<file path="config.mk">
export PLATFORM = sky130hd
export DESIGN_NAME = axis_adc_decimator
export DESIGN_NICKNAME = d
export VERILOG_FILES = /design/src/rtl/axis_adc_pkg.sv /design/src/rtl/axis_adc_decimator_out_reg.sv /design/src/rtl/axis_adc_decimator.sv
export SDC_FILE = /design/constraint.sdc
export NUM_CORES = 1
export LEC_CHECK = 0
export CORE_ASPECT_RATIO = 0.6
export CORE_MARGIN = 1.5
export CORE_UTILIZATION = 29
export CTS_CLUSTER_SIZE = 24
export DETAILED_ROUTE_END_ITERATION = 8
export GPL_TIMING_DRIVEN = 1
export PLACE_DENSITY = 0.44
export SYNTH_ARGS = -nofsm -noshare
export SYNTH_HDL_FRONTEND = slang
export SYNTH_SLANG_ARGS = --single-unit
</file>
<file path="constraint.sdc">
create_clock -name aclk -period 5.8 [get_ports aclk]
set_clock_uncertainty 0.15 [all_clocks]
set_input_delay 1.16 -clock aclk [delete_from_list [all_inputs] [get_ports aclk]]
set_output_delay 1.16 -clock aclk [all_outputs]
set_load 0.01 [all_outputs]
</file>
<file path="src/rtl/axis_adc_pkg.sv">
`default_nettype none
// ============================================================================
// Module   : axis_adc_pkg
// Purpose  : Shared types, widths and helpers for the ADC decimator.
// Revision : 1.0 - initial release
// ============================================================================
package axis_adc_pkg;

    localparam int DATA_WIDTH_DEF     = 32;
    localparam int MAX_LOG2_RATIO_DEF = 8;
    localparam int ACC_WIDTH          = DATA_WIDTH_DEF + MAX_LOG2_RATIO_DEF;
    localparam int EXT_WIDTH          = 64;

    typedef enum logic [1:0] {
        IDLE = 2'd0,
        ARM  = 2'd1,
        RUN  = 2'd2
    } state_t;

    // Replicates bit (width-1) into every higher bit of a wide container.
    function automatic logic [EXT_WIDTH-1:0] sign_ext(input logic [EXT_WIDTH-1:0] value,
                                                      input int width);
        logic [EXT_WIDTH-1:0] r;
        r = value;
        for (int i = 0; i < EXT_WIDTH; i++) begin
            if (i >= width) r[i] = value[width-1];
        end
        return r;
    endfunction

endpackage
`default_nettype wire

</file>
<file path="src/rtl/axis_adc_decimator_out_reg.sv">
`default_nettype none
// ============================================================================
// Module   : axis_out_reg
// Purpose  : Single-entry AXI-Stream output register carrying data and last.
// Revision : 1.0 - initial release
// ============================================================================
module axis_out_reg #(
    parameter int WIDTH = 32
) (
    input  logic             clk,
    input  logic             rst,
    input  logic [WIDTH-1:0] in_data,
    input  logic             in_last,
    input  logic             in_valid,
    output logic             in_ready,
    output logic [WIDTH-1:0] out_data,
    output logic             out_last,
    output logic             out_valid,
    input  logic             out_ready
);

    // A new word may enter in the same cycle the held word leaves.
    assign in_ready = !out_valid || out_ready;

    always_ff @(posedge clk) begin
        if (rst) begin
            out_data  <= '0;
            out_last  <= 1'b0;
            out_valid <= 1'b0;
        end else if (in_valid && in_ready) begin
            out_data  <= in_data;
            out_last  <= in_last;
            out_valid <= 1'b1;
        end else if (out_ready) begin
            out_valid <= 1'b0;
        end
    end

endmodule
`default_nettype wire

</file>
<file path="src/rtl/axis_adc_decimator.sv">
`default_nettype none
// ============================================================================
// Module   : axis_adc_decimator
// Purpose  : Averages 2^k signed ADC samples per output and frames packets.
// Revision : 1.0 - initial release
// ============================================================================
module axis_adc_decimator
    import axis_adc_pkg::*;
#(
    parameter int DATA_WIDTH     = DATA_WIDTH_DEF,
    parameter int MAX_LOG2_RATIO = MAX_LOG2_RATIO_DEF,
    parameter int PACKET_LEN     = 256
) (
    input  logic                                  aclk,
    input  logic                                  areset,
    input  logic                                  enable,
    input  logic [$clog2(MAX_LOG2_RATIO+1)-1:0]   log2_ratio,
    input  logic [DATA_WIDTH-1:0]                 s_axis_tdata,
    input  logic                                  s_axis_tvalid,
    output logic                                  s_axis_tready,
    output logic [DATA_WIDTH-1:0]                 m_axis_tdata,
    output logic                                  m_axis_tvalid,
    input  logic                                  m_axis_tready,
    output logic                                  m_axis_tlast,
    output logic                                  overrun
);

    localparam int RW = $clog2(MAX_LOG2_RATIO + 1);
    localparam int AW = DATA_WIDTH + MAX_LOG2_RATIO;
    localparam int CW = MAX_LOG2_RATIO;
    localparam int PW = (PACKET_LEN > 1) ? $clog2(PACKET_LEN) : 1;
    localparam logic [RW-1:0] MAX_K    = RW'(MAX_LOG2_RATIO);
    localparam logic [PW-1:0] LAST_IDX = PW'(PACKET_LEN - 1);

    state_t          state, state_next;
    logic [AW-1:0]   acc;
    logic [CW-1:0]   cnt;
    logic [RW-1:0]   ratio_q;
    logic [PW-1:0]   pkt_cnt;
    logic            overrun_q;

    logic [RW-1:0]   ratio_clamped;
    logic [CW:0]     block_mask;
    logic            block_last;
    logic [AW-1:0]   sample_ext;
    logic [AW-1:0]   sum;
    logic [DATA_WIDTH-1:0] result;
    logic            run;
    logic            out_can_load;
    logic            s_hs;
    logic            complete;
    logic            m_hs;
    logic [PW-1:0]   pkt_next;
    logic            load_last;

    assign ratio_clamped = (log2_ratio > MAX_K) ? MAX_K : log2_ratio;
    assign block_mask    = ((CW+1)'(1) << ratio_q) - (CW+1)'(1);
    assign block_last    = ({1'b0, cnt} == block_mask);
    assign sample_ext    = AW'(sign_ext(EXT_WIDTH'(s_axis_tdata), DATA_WIDTH));
    assign sum           = acc + sample_ext;
    assign result        = DATA_WIDTH'($signed(sum) >>> ratio_q);

    assign run           = (state == RUN) && enable;
    assign s_axis_tready = run && (!block_last || out_can_load);
    assign s_hs          = s_axis_tvalid && s_axis_tready;
    assign complete      = s_hs && block_last;
    assign m_hs          = m_axis_tvalid && m_axis_tready;
    assign pkt_next      = (pkt_cnt == LAST_IDX) ? '0 : pkt_cnt + PW'(1);
    // If the held word drains this cycle, the new word is the next in the packet.
    assign load_last     = ((m_hs ? pkt_next : pkt_cnt) == LAST_IDX);
    assign overrun       = overrun_q;

    always_ff @(posedge aclk) begin
        if (areset) state <= IDLE;
        else        state <= state_next;
    end

    always_comb begin
        state_next = state;
        case (state)
            IDLE:    if (enable) state_next = ARM;
            ARM:     state_next = enable ? RUN : IDLE;
            RUN:     if (!enable) state_next = IDLE;
            default: state_next = IDLE;
        endcase
    end

    always_ff @(posedge aclk) begin
        if (areset) begin
            acc       <= '0;
            cnt       <= '0;
            ratio_q   <= '0;
            pkt_cnt   <= '0;
            overrun_q <= 1'b0;
        end else begin
            if (!run) begin
                acc <= '0;
                cnt <= '0;
            end else if (s_hs) begin
                if (block_last) begin
                    acc <= '0;
                    cnt <= '0;
                end else begin
                    acc <= sum;
                    cnt <= cnt + CW'(1);
                end
            end

            if (state == ARM || complete) ratio_q <= ratio_clamped;

            if (state == IDLE)  pkt_cnt <= '0;
            else if (m_hs)      pkt_cnt <= pkt_next;

            // The ADC cannot be stalled, so a refused sample is lost data.
            if (run && s_axis_tvalid && !s_axis_tready) overrun_q <= 1'b1;
        end
    end

    axis_out_reg #(
        .WIDTH (DATA_WIDTH)
    ) u_out_reg (
        .clk       (aclk),
        .rst       (areset),
        .in_data   (result),
        .in_last   (load_last),
        .in_valid  (complete),
        .in_ready  (out_can_load),
        .out_data  (m_axis_tdata),
        .out_last  (m_axis_tlast),
        .out_valid (m_axis_tvalid),
        .out_ready (m_axis_tready)
    );

endmodule
`default_nettype wire
</file>
### Word level (Yosys, flattened, before mapping)

Index checks and enable logic that the tools add are counted.

| operators by class | value |
|---|---|
| eq/ne operators | 7 |
| add/subtract/negate cells | 4 |
| order comparisons | 1 |
| bitwise logic cells | 1 |
| reductions and logical operators | 19 |
| shift-type cells | 2 |
| mux-type cells | 11 |

Operators with widths:

| kind | count |
|---|---|
| $add A40 B40 Y40 | 1 |
| $mux W40 | 1 |
| $sshr A40 B4 Y32 | 1 |
| $mux W8 | 3 |
| $add A8 B1 Y8 const B | 2 |
| $eq A8 B8 Y1 const B | 2 |
| $eq A8 B9 Y1 | 1 |
| $shl A1 B4 Y9 const A | 1 |
| $sub A9 B2 Y9 const B | 1 |
| $logic_and A1 B1 Y1 | 8 |
| $mux W2 | 3 |
| $pmux W2 S3 | 1 |
| $gt A4 B4 Y1 const B | 1 |
| $mux W4 | 1 |
| $ne A2 B2 Y1 const B | 2 |
| $reduce_or A2 Y1 | 2 |
| $logic_not A1 Y1 | 3 |
| $logic_or A1 B1 Y1 | 3 |
| $eq A2 B1 Y1 const B | 1 |
| $eq A2 B2 Y1 const B | 1 |
| $logic_not A2 Y1 | 1 |
| $mux W1 | 2 |
| $reduce_and A2 Y1 | 1 |
| $reduce_bool A2 Y1 | 1 |
| $not A1 Y1 | 1 |

| storage, ports and cells | value |
|---|---|
| flip-flop bits (word level) | 97 |
| logic and storage cells | 54 |
| input port bits | 41 |
| output and inout port bits | 36 |

### Depth between registers and ports, before layout

Gate-level depths: netlist of run 1.

| logic depth | value |
|---|---|
| depth in word-level cells | 10 |
| mapped depth | 19 |
| mapped depth without buffers | 14 |

### Hierarchy

Synthesis of run 1 repeated with hierarchy kept, for this count alone.

| second synthesis, totals | value |
|---|---|
| cell total of the unflattened synthesis | 1,061 |
| area total of the unflattened synthesis | 8,683.3 µm² |

Modules (own cells, without submodules):

| module | area each (µm²) | seq. area each (µm²) | times used | cells each |
|---|---|---|---|---|
| axis_adc_decimator | 7,061.8 | 1,261.2 | 1 | 906 |
| axis_out_reg | 1,621.6 | 680.7 | 1 | 155 |

### Worst setup path before layout of run 1

Ideal clock, no wire load.

| path | value |
|---|---|
| kind | register -> output |
| start point | register ratio_q[0] |
| end point | output s_axis_tready |
| path buffers | 2 |
| required time | 4,490 ps |
| arrival time | 3,202 ps |
| path slack | 1,288 ps |
| cell stages (with the launch flop) | 14 |
| cell sequence | dfxtp_1 -> buf_1 -> clkinv_1 -> nor2_1 -> nand2_1 -> ha_1 -> clkbuf_1 -> xnor2_1 -> mux2i_1 -> o31ai_1 -> o21ai_0 -> a2111oi_4 -> nand2_1 -> and3_1 |

| between the ends | value |
|---|---|
| cells in the longest elaborated chain, start to end | 6 |

RTL lines:

| item | line | text |
|---|---|---|
| from (decl) | axis_adc_decimator.sv:38 | `logic [RW-1:0] ratio_q;` |
| from (signal assigned) | axis_adc_decimator.sv:109 | `if (state == ARM \|\| complete) ratio_q <= ratio_clamped;` |
| $shl A1 B4 Y9 | axis_adc_decimator.sv:57 | `assign block_mask = ((CW+1)'(1) << ratio_q) - (CW+1)'(1);` |
| $sub A9 B2 Y9 | axis_adc_decimator.sv:57 |  |
| $eq A8 B9 Y1 | axis_adc_decimator.sv:58 | `assign block_last = ({1'b0, cnt} == block_mask);` |
| $logic_not A1 Y1 | axis_adc_decimator.sv:64 | `assign s_axis_tready = run && (!block_last \|\| out_can_load);` |
| $logic_or A1 B1 Y1 | axis_adc_decimator.sv:64 |  |
| $logic_and A1 B1 Y1 | axis_adc_decimator.sv:64 |  |
| to (decl) | axis_adc_decimator.sv:20 | `output logic s_axis_tready,` |

Every way passes these cells.

### Worst setup path after layout of run 1

Same ends and word-level chain as after synthesis.

==> results of run 1 <==
==> per-layer routing <==
layer  up-vias  part of all wire (%)  wire, um  track usage [%]
met1      4299                    53     17400             33.0
li1       4331                     -         -                -
met5         -                     0         0                0
met3        14                   5.5      1800             3.82
met4         0                  0.73       240             3.86
met2       255                    41     13300             29.8
==> Yosys cell counts, drive strengths merged, types with 14 or more instances <==
cell	n	area [sq um]
xnor2	30	282
and2	14	87.6
xor2	27	236
nor3	27	135
a31oi	14	87.6
clkbuf	58	219
dfxtp	97	1940
mux4	17	387
mux2i	42	424
inv	18	67.6
a22oi	44	330
o21ai	63	315
a21oi	89	449
a211oi	22	165
nand2	99	372
nand3	30	150
buf	26	145
a21o	18	135
ha	42	526
nand4	14	87.6
mux2	14	158
nor2	139	522
o211ai	21	158
==> cell families (layout without fill, tap and decap cells) <==
group | after synthesis | after routing | synth area share (%)
buf+inv | 103 | 142 | 4.96
fa+ha+maj | 43 | 43 | 6.22
flops | 97 | 97 | 22.1
xor+xnor | 57 | 57 | 5.90
compound gates | 376 | 376 | 29.2
mux | 73 | 73 | 11.0
simple gates | 388 | 388 | 20.6
==> state kept, by name, summed over array words and instances, names as in the netlist <==
signal,count
acc,40
cnt,8
overrun,1
pkt_cnt,8
ratio_q,4
state,2
u_out_reg.out_data,32
u_out_reg.out_last,1
u_out_reg.out_valid,1
==> worst min-delay path: cells and delay by family, from the launching register on <==
family | cells | cell delay, ns
DFF | 1 | 0.31
and+or+nand+nor | 2 | 0.11
==> cell usage in the layout (no fill, tap or decap), types with 16 or more instances in the layout <==
cell type / n
inv_1: 16
mux4_2: 16
xor2_1: 27
dfxtp_1: 96
mux2i_1: 41
a21o_1: 18
a211oi_1: 22
ha_1: 42
o21ai_0: 61
xnor2_1: 29
nor3_1: 27
o211ai_1: 21
a21oi_1: 88
nand3_1: 30
nor2_1: 137
nand2_1: 99
buf_4: 32
clkdlybuf4s50_1: 76
a22oi_1: 44
==> through the flow <==
stage | total power, mW | setup WS [ns] | hold slack (ns) | instances
global route | 1.76 | 0.0928 | 0.344 | 1584
CTS | 1.70 | 0.173 | 0.312 | 1584
global placement | 1.03 | 0.426 | 0.296 | 1569
finish | 1.68 | 0.388 | 0.311 | 1584
floorplan | 0.915 | 1.29 | 0.298 | 1137
detailed placement | 1.03 | 0.377 | 0.300 | 1569
==> path summary, 6_finish.rpt <==
path / from / end / slack, ns / depth (start not counted)
worst max-delay path: ratio_q[0] / s_axis_tready / 0.39 / 13
worst max register to register: ratio_q[0] / u_out_reg.out_data[6] / 0.76 / 15
worst min register to register: u_out_reg.out_data[11] / u_out_reg.out_data[11] / 0.31 / 2
worst min-delay path: u_out_reg.out_data[11] / u_out_reg.out_data[11] / 0.31 / 2
==> where the power goes <==
group / internal (mW) / total, mW / switching, mW
sequential: 0.668 / 0.671 / 0.00257
combinational: 0.143 / 0.352 / 0.210
clock: 0.348 / 0.659 / 0.310
==> what timing repair did <==
item	4_1_cts	5_1_grt
setup endpoints to repair	0	1
resized for setup	0	1
hold buffers	0	0
==> cell type report <==
cell class | count | share of cell area [%]
multi-input combinational | 937 | 62.6
sequential | 97 | 19.0
timing repair buffer | 108 | 9.77
tap | 408 | 4.98
clock buffer | 10 | 2.33
inverter | 19 | 0.696
clock inverter | 5 | 0.635
==> run metrics, run 1 <==
status=completed; worst path cell trace=buf_4, nor2_1, buf_4, nand2_1, ha_1, xnor2_1, mux2i_1, o31ai_1, o21ai_0, a2111oi_4, nand2_1, and3_1, clkdlybuf4s50_1; core area=29900 sq um; Inserted Clock Buffers=9; synthesized instance count=1137; CTS tree=yes; Die W=about 230 um; Area after DPL=9940 sq um; Area Overhead vs Synth=16.7%; DRT antenna net count=0; Mapped Nets=1221; routed vias/inst=5.62; ant diodes=0; PwrDens=around 160 nW/um^2; Post-synth EDFFs=0; Synth Cell Area=around 8800 sq um; first-pass GRT wire length=50.2 mm; Residual DRC=0; Setup Crit Path Kind=register to output pin; detailed placer's ending HPWL=24.9 mm; Peak Freq=185 MHz; Final Util=roughly a third; crit path DAT=4.10 ns; Static Leak=3.83 nW; Worst-path clk slew=0.08 ns; Clock Latency Late Sink=about 0.38 ns; Worst Setup End Kind=output pin; largest net degree at the start of global routing=47; layout cells sized above 1=8.67%; nets=1256; reported max-cap violation count=0; Design Area, Final=10200 sq um; register area share after synthesis=22.1%; Buf/Inv on CP=3; async set-reset flop share out of synthesis=0%; GP Congestion=0.889; number of I/O port buffers=between 70 and 80; Final setup viols=0; via count=8899; Crit path max-delay family=compound AO/OA/AOI/OAI gates; Pre-Repair DR Iteration Count=6; vias in the first global route=8236; Die ar.=roughly 31000 sq um; Setup TNS=0 ns; Synth Warn #=0; DR iter-0 viols=905; ratio of final minimum period to clock period=around 93%; # fillers=3230; Rel. slew slack=~43%; Die Ht=approximately 140 um; io pins=77; htree depth=3; Register Area=1940 sq um; root buffer cell=clkbuf_16; Startpoint Class=register; Post-synth top flop=dfxtp_1; Slew Viols, Final=0; Site Rows=49; endpoints failing hold=0; critical path peak fanout=30; Starting Density=between 20% and 30%; Clock Path Buffers=2; post-route minimum period=5.41 ns; area of the multi-input gates=6420 sq um; Min-Delay Path Class=register to register; initial antenna violation count=0; post-synth cell types=87; Detailed Route WL=32.7 mm; CP max stage cell=a2111oi_4; grt ovf=0; Slew @ Worst Pin=0.853 ns; RSZ-0062 raised after global routing=false; Seq cells post-synth=97; maximum vdd drop=0.122 mV; CP peak stage delay=0.65 ns; Setup Fix Bufs, Post-CTS=0; required time worst endpoint=about 4.5 ns; Synth Area per Inst=7.72 sq um; post-DR wirelength/cell=20.6 um; total clock sinks=97; Total GRT Usage=about a fifth
No activity file was read; power rests on OpenSTA's default activity.
==> run 2: changes to the inputs <==
--- a/config.mk
+++ b/config.mk
@@ -6,10 +6,11 @@
 export NUM_CORES = 1
 export LEC_CHECK = 0
 export CORE_ASPECT_RATIO = 0.6
-export CORE_MARGIN = 1.5
+export CORE_MARGIN = 2
 export CORE_UTILIZATION = 29
 export CTS_CLUSTER_SIZE = 24
 export DETAILED_ROUTE_END_ITERATION = 8
+export GPL_ROUTABILITY_DRIVEN = 0
 export GPL_TIMING_DRIVEN = 1
 export PLACE_DENSITY = 0.44
 export SYNTH_ARGS = -nofsm -noshare
==> run metrics, run 2 (synthesis gave the netlist of run 1 again) <==
status=completed; vias in the first global route=8368 (+1.6%); M1 wire length=17.4 mm (+0.22%); detailed placer's ending HPWL=24.7 mm (-0.60%); core area=29900 sq um (unchanged); io pins=77 (unchanged); RSZ-0062 raised after global routing=false; first-pass GRT wire length=51.2 mm (+2.1%); Peak Freq=190 MHz (+3.1%); Startpoint Class=register; Site Rows=49 (unchanged); reported max-cap violation count=0 (unchanged); Slew @ Worst Pin=0.888 ns (+0.0351 ns); worst hold margin=0.311 ns (+0.000794 ns); Die W=229 um (+0.44%); Worst Setup End Kind=output pin; CTS tree=yes; number of I/O port buffers=76 (unchanged); Buf/Inv on CP=5 (+2); Pre-Repair DR Iteration Count=5 (-1); DR iter-0 viols=831 (-8.2%); required time worst endpoint=4.49 ns (about the same); worst path cell trace=buf_4, clkinv_1, nor2_1, buf_4, nand2_1, ha_1, xnor2_1, mux2i_1, o31ai_1, o21ai_0, a2111oi_4, buf_4, nand2_1, and3_1, clkdlybuf4s50_1; wire length on met3=1.87 mm (+3.9%); commonest non-fill, non-tap cell in the layout=nor2_1; CP max stage cell=clkdlybuf4s50_1; Worst-path clk slew=0.07 ns (about the same); ant diodes=0 (unchanged); layout cells sized above 1=8.74% (+0.063 points); largest net degree at the start of global routing=46 (-2.1%); Rel. slew slack=40.8% (-2.4 points); Slew Viols, Final=0 (unchanged); post-cts resize count=0 (unchanged); Setup TNS=0 ns (unchanged); Setup Crit Path Kind=register to output pin; Clock Path Buffers=2 (unchanged); total power=1.68 mW (-0.20%); Static Leak=3.84 nW (+0.36%); most flop-heavy register=acc; initial antenna violation count=0 (unchanged); highest-count cells in the layout ignoring fill and taps=138 x nor2_1, 99 x nand2_1, 96 x dfxtp_1, 88 x a21oi_1, 76 x clkdlybuf4s50_1; top sig layer=met4; critical path peak fanout=13 (-57%); maximum vdd drop=0.148 mV (+21%); Largest register FFs=40 (unchanged); nets=1259 (+0.24%); Starting Density=29.4% (unchanged); root buffer cell=clkbuf_16; routed vias/inst=5.58 (-0.68%); CP peak stage delay=0.47 ns (-0.18 ns); endpoints failing hold=0 (unchanged); PwrDens=164 nW/um^2 (-0.31%); DRT antenna net count=0 (unchanged); Largest regs=acc: 40 flops, u_out_reg.out_data: 32 flops; htree depth=3 (unchanged); CP most frequent cell=buf_4; Min-Delay Path Class=register to register; total clock sinks=97 (unchanged); Clock Latency Late Sink=0.38 ns (about the same); post-route minimum period=5.25 ns (-0.162 ns); Final setup viols=0 (unchanged); Die Ht=139 um (+0.73%); Die ar.=31700 sq um (+1.2%); Post-CTS Hold Fix Bufs=0 (unchanged); Crit path max-delay family=buffers and inverters; crit path DAT=3.94 ns (-0.16 ns); via count=8855 (-0.49%); Residual DRC=0 (unchanged); ratio of final minimum period to clock period=90.5% (-2.8 points); Total GRT Usage=20.7% (-0.52 points); Detailed Route WL=32.7 mm (about the same); post-DR wirelength/cell=20.6 um (-0.21%); Area Overhead vs Synth=16.9%; Inserted Clock Buffers=9 (unchanged); grt ovf=0 (unchanged); DR WL met2=13.1 mm (-1.5%)
run 2: per-stage QoR:
stage	std cells	utilization, %	area, sq um	setup WS, ns
6_report	1587	34.4	10300	0.550
5_1_grt	1587	34.4	10300	0.253
2_1_floorplan	1137	-	8780	1.29
4_1_cts	1585	34.3	10200	0.308
3_5_place_dp	1570	33.3	9950	0.362
3_3_place_gp	1570	33.3	9950	0.391
run 2: worst register-to-register path, cell delays in order, from the launching register on:
cell and delay, ns:
dfxtp_1 0.33, buf_4 0.20, clkinv_1 0.10, nor2_1 0.11
buf_4 0.21, nand2_1 0.08, ha_1 0.32, nor3_1 0.17
a21oi_1 0.06, o31a_1 0.31, o21ai_0 0.31, a2111oi_4 0.09
buf_4 0.19, a21oi_1 0.45, and2_1 0.79, nand2_1 0.49
a211oi_1 0.44, a31o_2 0.16
run 2: where the power goes:
| group | internal (mW) | switching, mW | total, mW |
|---|---|---|---|
| Sequential | 0.668 | 0.00217 | 0.670 |
| Clock | 0.346 | 0.304 | 0.650 |
| Combinational | 0.147 | 0.210 | 0.358 |
| Total | 1.16 | 0.517 | 1.68 |
run 2: path summary, 6_finish.rpt:
check                startpoint                     to  cells past startpoint  slack [ns]
max                  ratio_q[0]          s_axis_tready                     15        0.55
min          u_out_reg.out_last     u_out_reg.out_last                      2        0.31
max reg2reg          ratio_q[0]  u_out_reg.out_data[6]                     17        0.76
min reg2reg  u_out_reg.out_last     u_out_reg.out_last                      2        0.31
run 2: what timing repair did:
action,CTS,global route
setup endpoints to repair,0,1
hold endpoints to repair,0,0
setup buffers,0,2
run 2: cell type report:
type / instances / area [sq um]
fill: 3249 / 19600
multi-input combinational: 937 / 6410
sequential: 97 / 1940
timing repair buffer: 111 / 1020
tap: 408 / 510
clock buffer: 11 / 243
inverter: 19 / 71.3
clock inverter: 4 / 52.6
run 2: layer usage:
layer | track usage (%) | vias to the layer above
li1 | - | 4324
met1 | 32.2 | 4256
met2 | 28.9 | 255
met3 | 4.07 | 20
met4 | 4.06 | 0
met5 | 0 | -
==> run 3: changes to the inputs <==
==> constraint.sdc (replaced) <==
create_clock -name aclk -period 6.3 [get_ports aclk]
set_clock_uncertainty 0.15 [all_clocks]
set_input_delay 1.26 -clock aclk [delete_from_list [all_inputs] [get_ports aclk]]
set_output_delay 1.26 -clock aclk [all_outputs]
set_load 0.01 [all_outputs]
==> run metrics, run 3 (synthesis gave the netlist of run 1 again) <==
Crit path max-delay family=compound AO/OA/AOI/OAI gates; Static Leak=3.79 nW (-1.4%); Slew Viols, Final=0 (unchanged); initial antenna violation count=0 (unchanged); Inserted Clock Buffers=9 (unchanged); maximum vdd drop=0.132 mV (-11%); R2R setup slack=1.31 ns (+0.55 ns); Startpoint Class=register; ratio of final minimum period to clock period=88.0%; CP peak stage delay=0.71 ns (+0.24 ns); crit path DAT=4.13 ns (+0.19 ns); Slew @ Worst Pin=1.16 ns (+0.276 ns); total clock sinks=97 (unchanged); Total GRT Usage=20.9% (+0.24 points); Worst Setup End Kind=output pin; post-route minimum period=between 5 and 6 ns; Pre-Repair DR Iteration Count=5 (unchanged); required time worst endpoint=4.89 ns (+0.40 ns); Die Ht=139 um (unchanged); worst path cell trace=nor2_1, buf_4, nand2_1, ha_1, xnor2_1, mux2i_1, o31ai_1, o21ai_0, a2111oi_4, nand2_1, and3_1, clkdlybuf4s50_1; Buf/Inv on CP=2 (-3); layout cells sized above 1=7.88% (-0.86 points); post-DR wirelength/cell=20.8 um (+1.2%); detailed placer's ending HPWL=24.8 mm (+0.19%); Residual DRC=0 (unchanged); Setup Fix Bufs, Post-CTS=0 (unchanged); critical path peak fanout=30 (+17); root buffer cell=clkbuf_16; post-cts resize count=0 (unchanged); Area Overhead vs Synth=15.9%; ant diodes=0 (unchanged); largest net degree at the start of global routing=45 (-2.2%); Worst-path clk slew=0.07 ns (about the same); grt ovf=0 (unchanged); htree depth=3 (unchanged); Clock Path Buffers=2 (unchanged); Detailed Route WL=32.9 mm (+0.50%); endpoints failing hold=0 (unchanged); Peak Freq=180 MHz; most flop-heavy register=acc; Largest register FFs=40 (unchanged); vias in the first global route=8267 (-1.2%); Die W=229 um (unchanged); Post-CTS Hold Fix Bufs=0 (unchanged); commonest non-fill, non-tap cell in the layout=nor2_1; DR iter-0 viols=709 (-15%); via count=8803 (-0.59%); CP most frequent cell=nand2_1; PwrDens=151 nW/um^2 (-7.9%); CTS tree=yes; Min-Delay Path Class=register to register; Rel. slew slack=22.2% (-19 points); Setup TNS=0 ns (unchanged); Clock Latency Late Sink=0.38 ns (about the same); first-pass GRT wire length=51.8 mm (+1.1%); DRT antenna net count=0 (unchanged); routed vias/inst=5.59 (+0.11%); core area=29900 sq um (unchanged); highest-count cells in the layout ignoring fill and taps=138 x nor2_1, 99 x nand2_1, 96 x dfxtp_1, 88 x a21oi_1, 76 x clkdlybuf4s50_1; Setup Crit Path Kind=register to output pin; io pins=77 (unchanged); reported max-cap violation count=0 (unchanged); status=completed; Die ar.=31700 sq um (unchanged); Largest regs=acc: 40 flops, u_out_reg.out_data: 32 flops; Design Area, Final=10200 sq um (-0.80%); CP max stage cell=dfxtp_2; Site Rows=49 (unchanged); RSZ-0062 raised after global routing=false; Area after DPL=9880 sq um (-0.68%); nets=1248 (-0.87%); final std cells w/o fill=1576 (-0.69%); Starting Density=29.4% (unchanged); worst hold margin=0.322 ns (+0.0101 ns); Final setup viols=0 (unchanged); Placed Cells=1561 (-0.57%); number of I/O port buffers=76 (unchanged)
==> run 3: final cells by class <==
cell class	count	area, sq um
Clock buffer	11	243
Clock inverter	4	52.6
Fill cell	3193	19700
Inverter	19	71.3
Multi-Input combinational cell	937	6410
Sequential cell	97	1940
Tap cell	408	510
Timing Repair Buffer	100	941
==> run 3: path summary, 6_finish.rpt <==
check	from	to	depth (start not counted)
max	ratio_q[1]	s_axis_tready	12
min	u_out_reg.out_last	u_out_reg.out_last	2
max reg2reg	ratio_q[1]	u_out_reg.out_data[6]	13
min reg2reg	u_out_reg.out_last	u_out_reg.out_last	2
==> run 3: worst reg2reg max path, stage by stage (launching register included) <==
cell	delay, ns
dfxtp_2	0.71
nor2_1	0.09
buf_4	0.20
nand2_1	0.08
ha_1	0.36
a21oi_1	0.12
o31a_1	0.32
o21ai_0	0.34
a2111oi_4	0.15
a21oi_1	0.58
and2_1	0.78
nand2_1	0.46
a211oi_1	0.43
a31o_2	0.16
==> run 3: per-stage QoR <==
stage / util (%) / power [mW] / setup slack (ns)
floorplan: - / 0.842 / 1.69
global placement: 33.1 / 0.950 / 0.714
detailed placement: 33.1 / 0.947 / 0.679
CTS: 34.1 / 1.56 / 0.762
global route: 34.1 / 1.61 / 0.472
finish: 34.1 / 1.53 / 0.756
==> run 3: power breakdown <==
part           switching (mW)  internal (mW)  leakage [nW]
Sequential            0.00352          0.615         0.782
Clock                   0.277          0.319         0.146
Combinational           0.190          0.128          2.86
Total                   0.471           1.06          3.79
==> run 3: metal layers <==
layer / part of all wire (%) / track usage (%) / vias up / wire length [um]
met5: 0 / 0 / - / 0
met4: 0.94 / 4.13 / 0 / 308
met3: 5.5 / 3.54 / 26 / 1810
met2: 40 / 29.2 / 230 / 13100
met1: 54 / 33.0 / 4242 / 17600
li1: - / - / 4305 / -
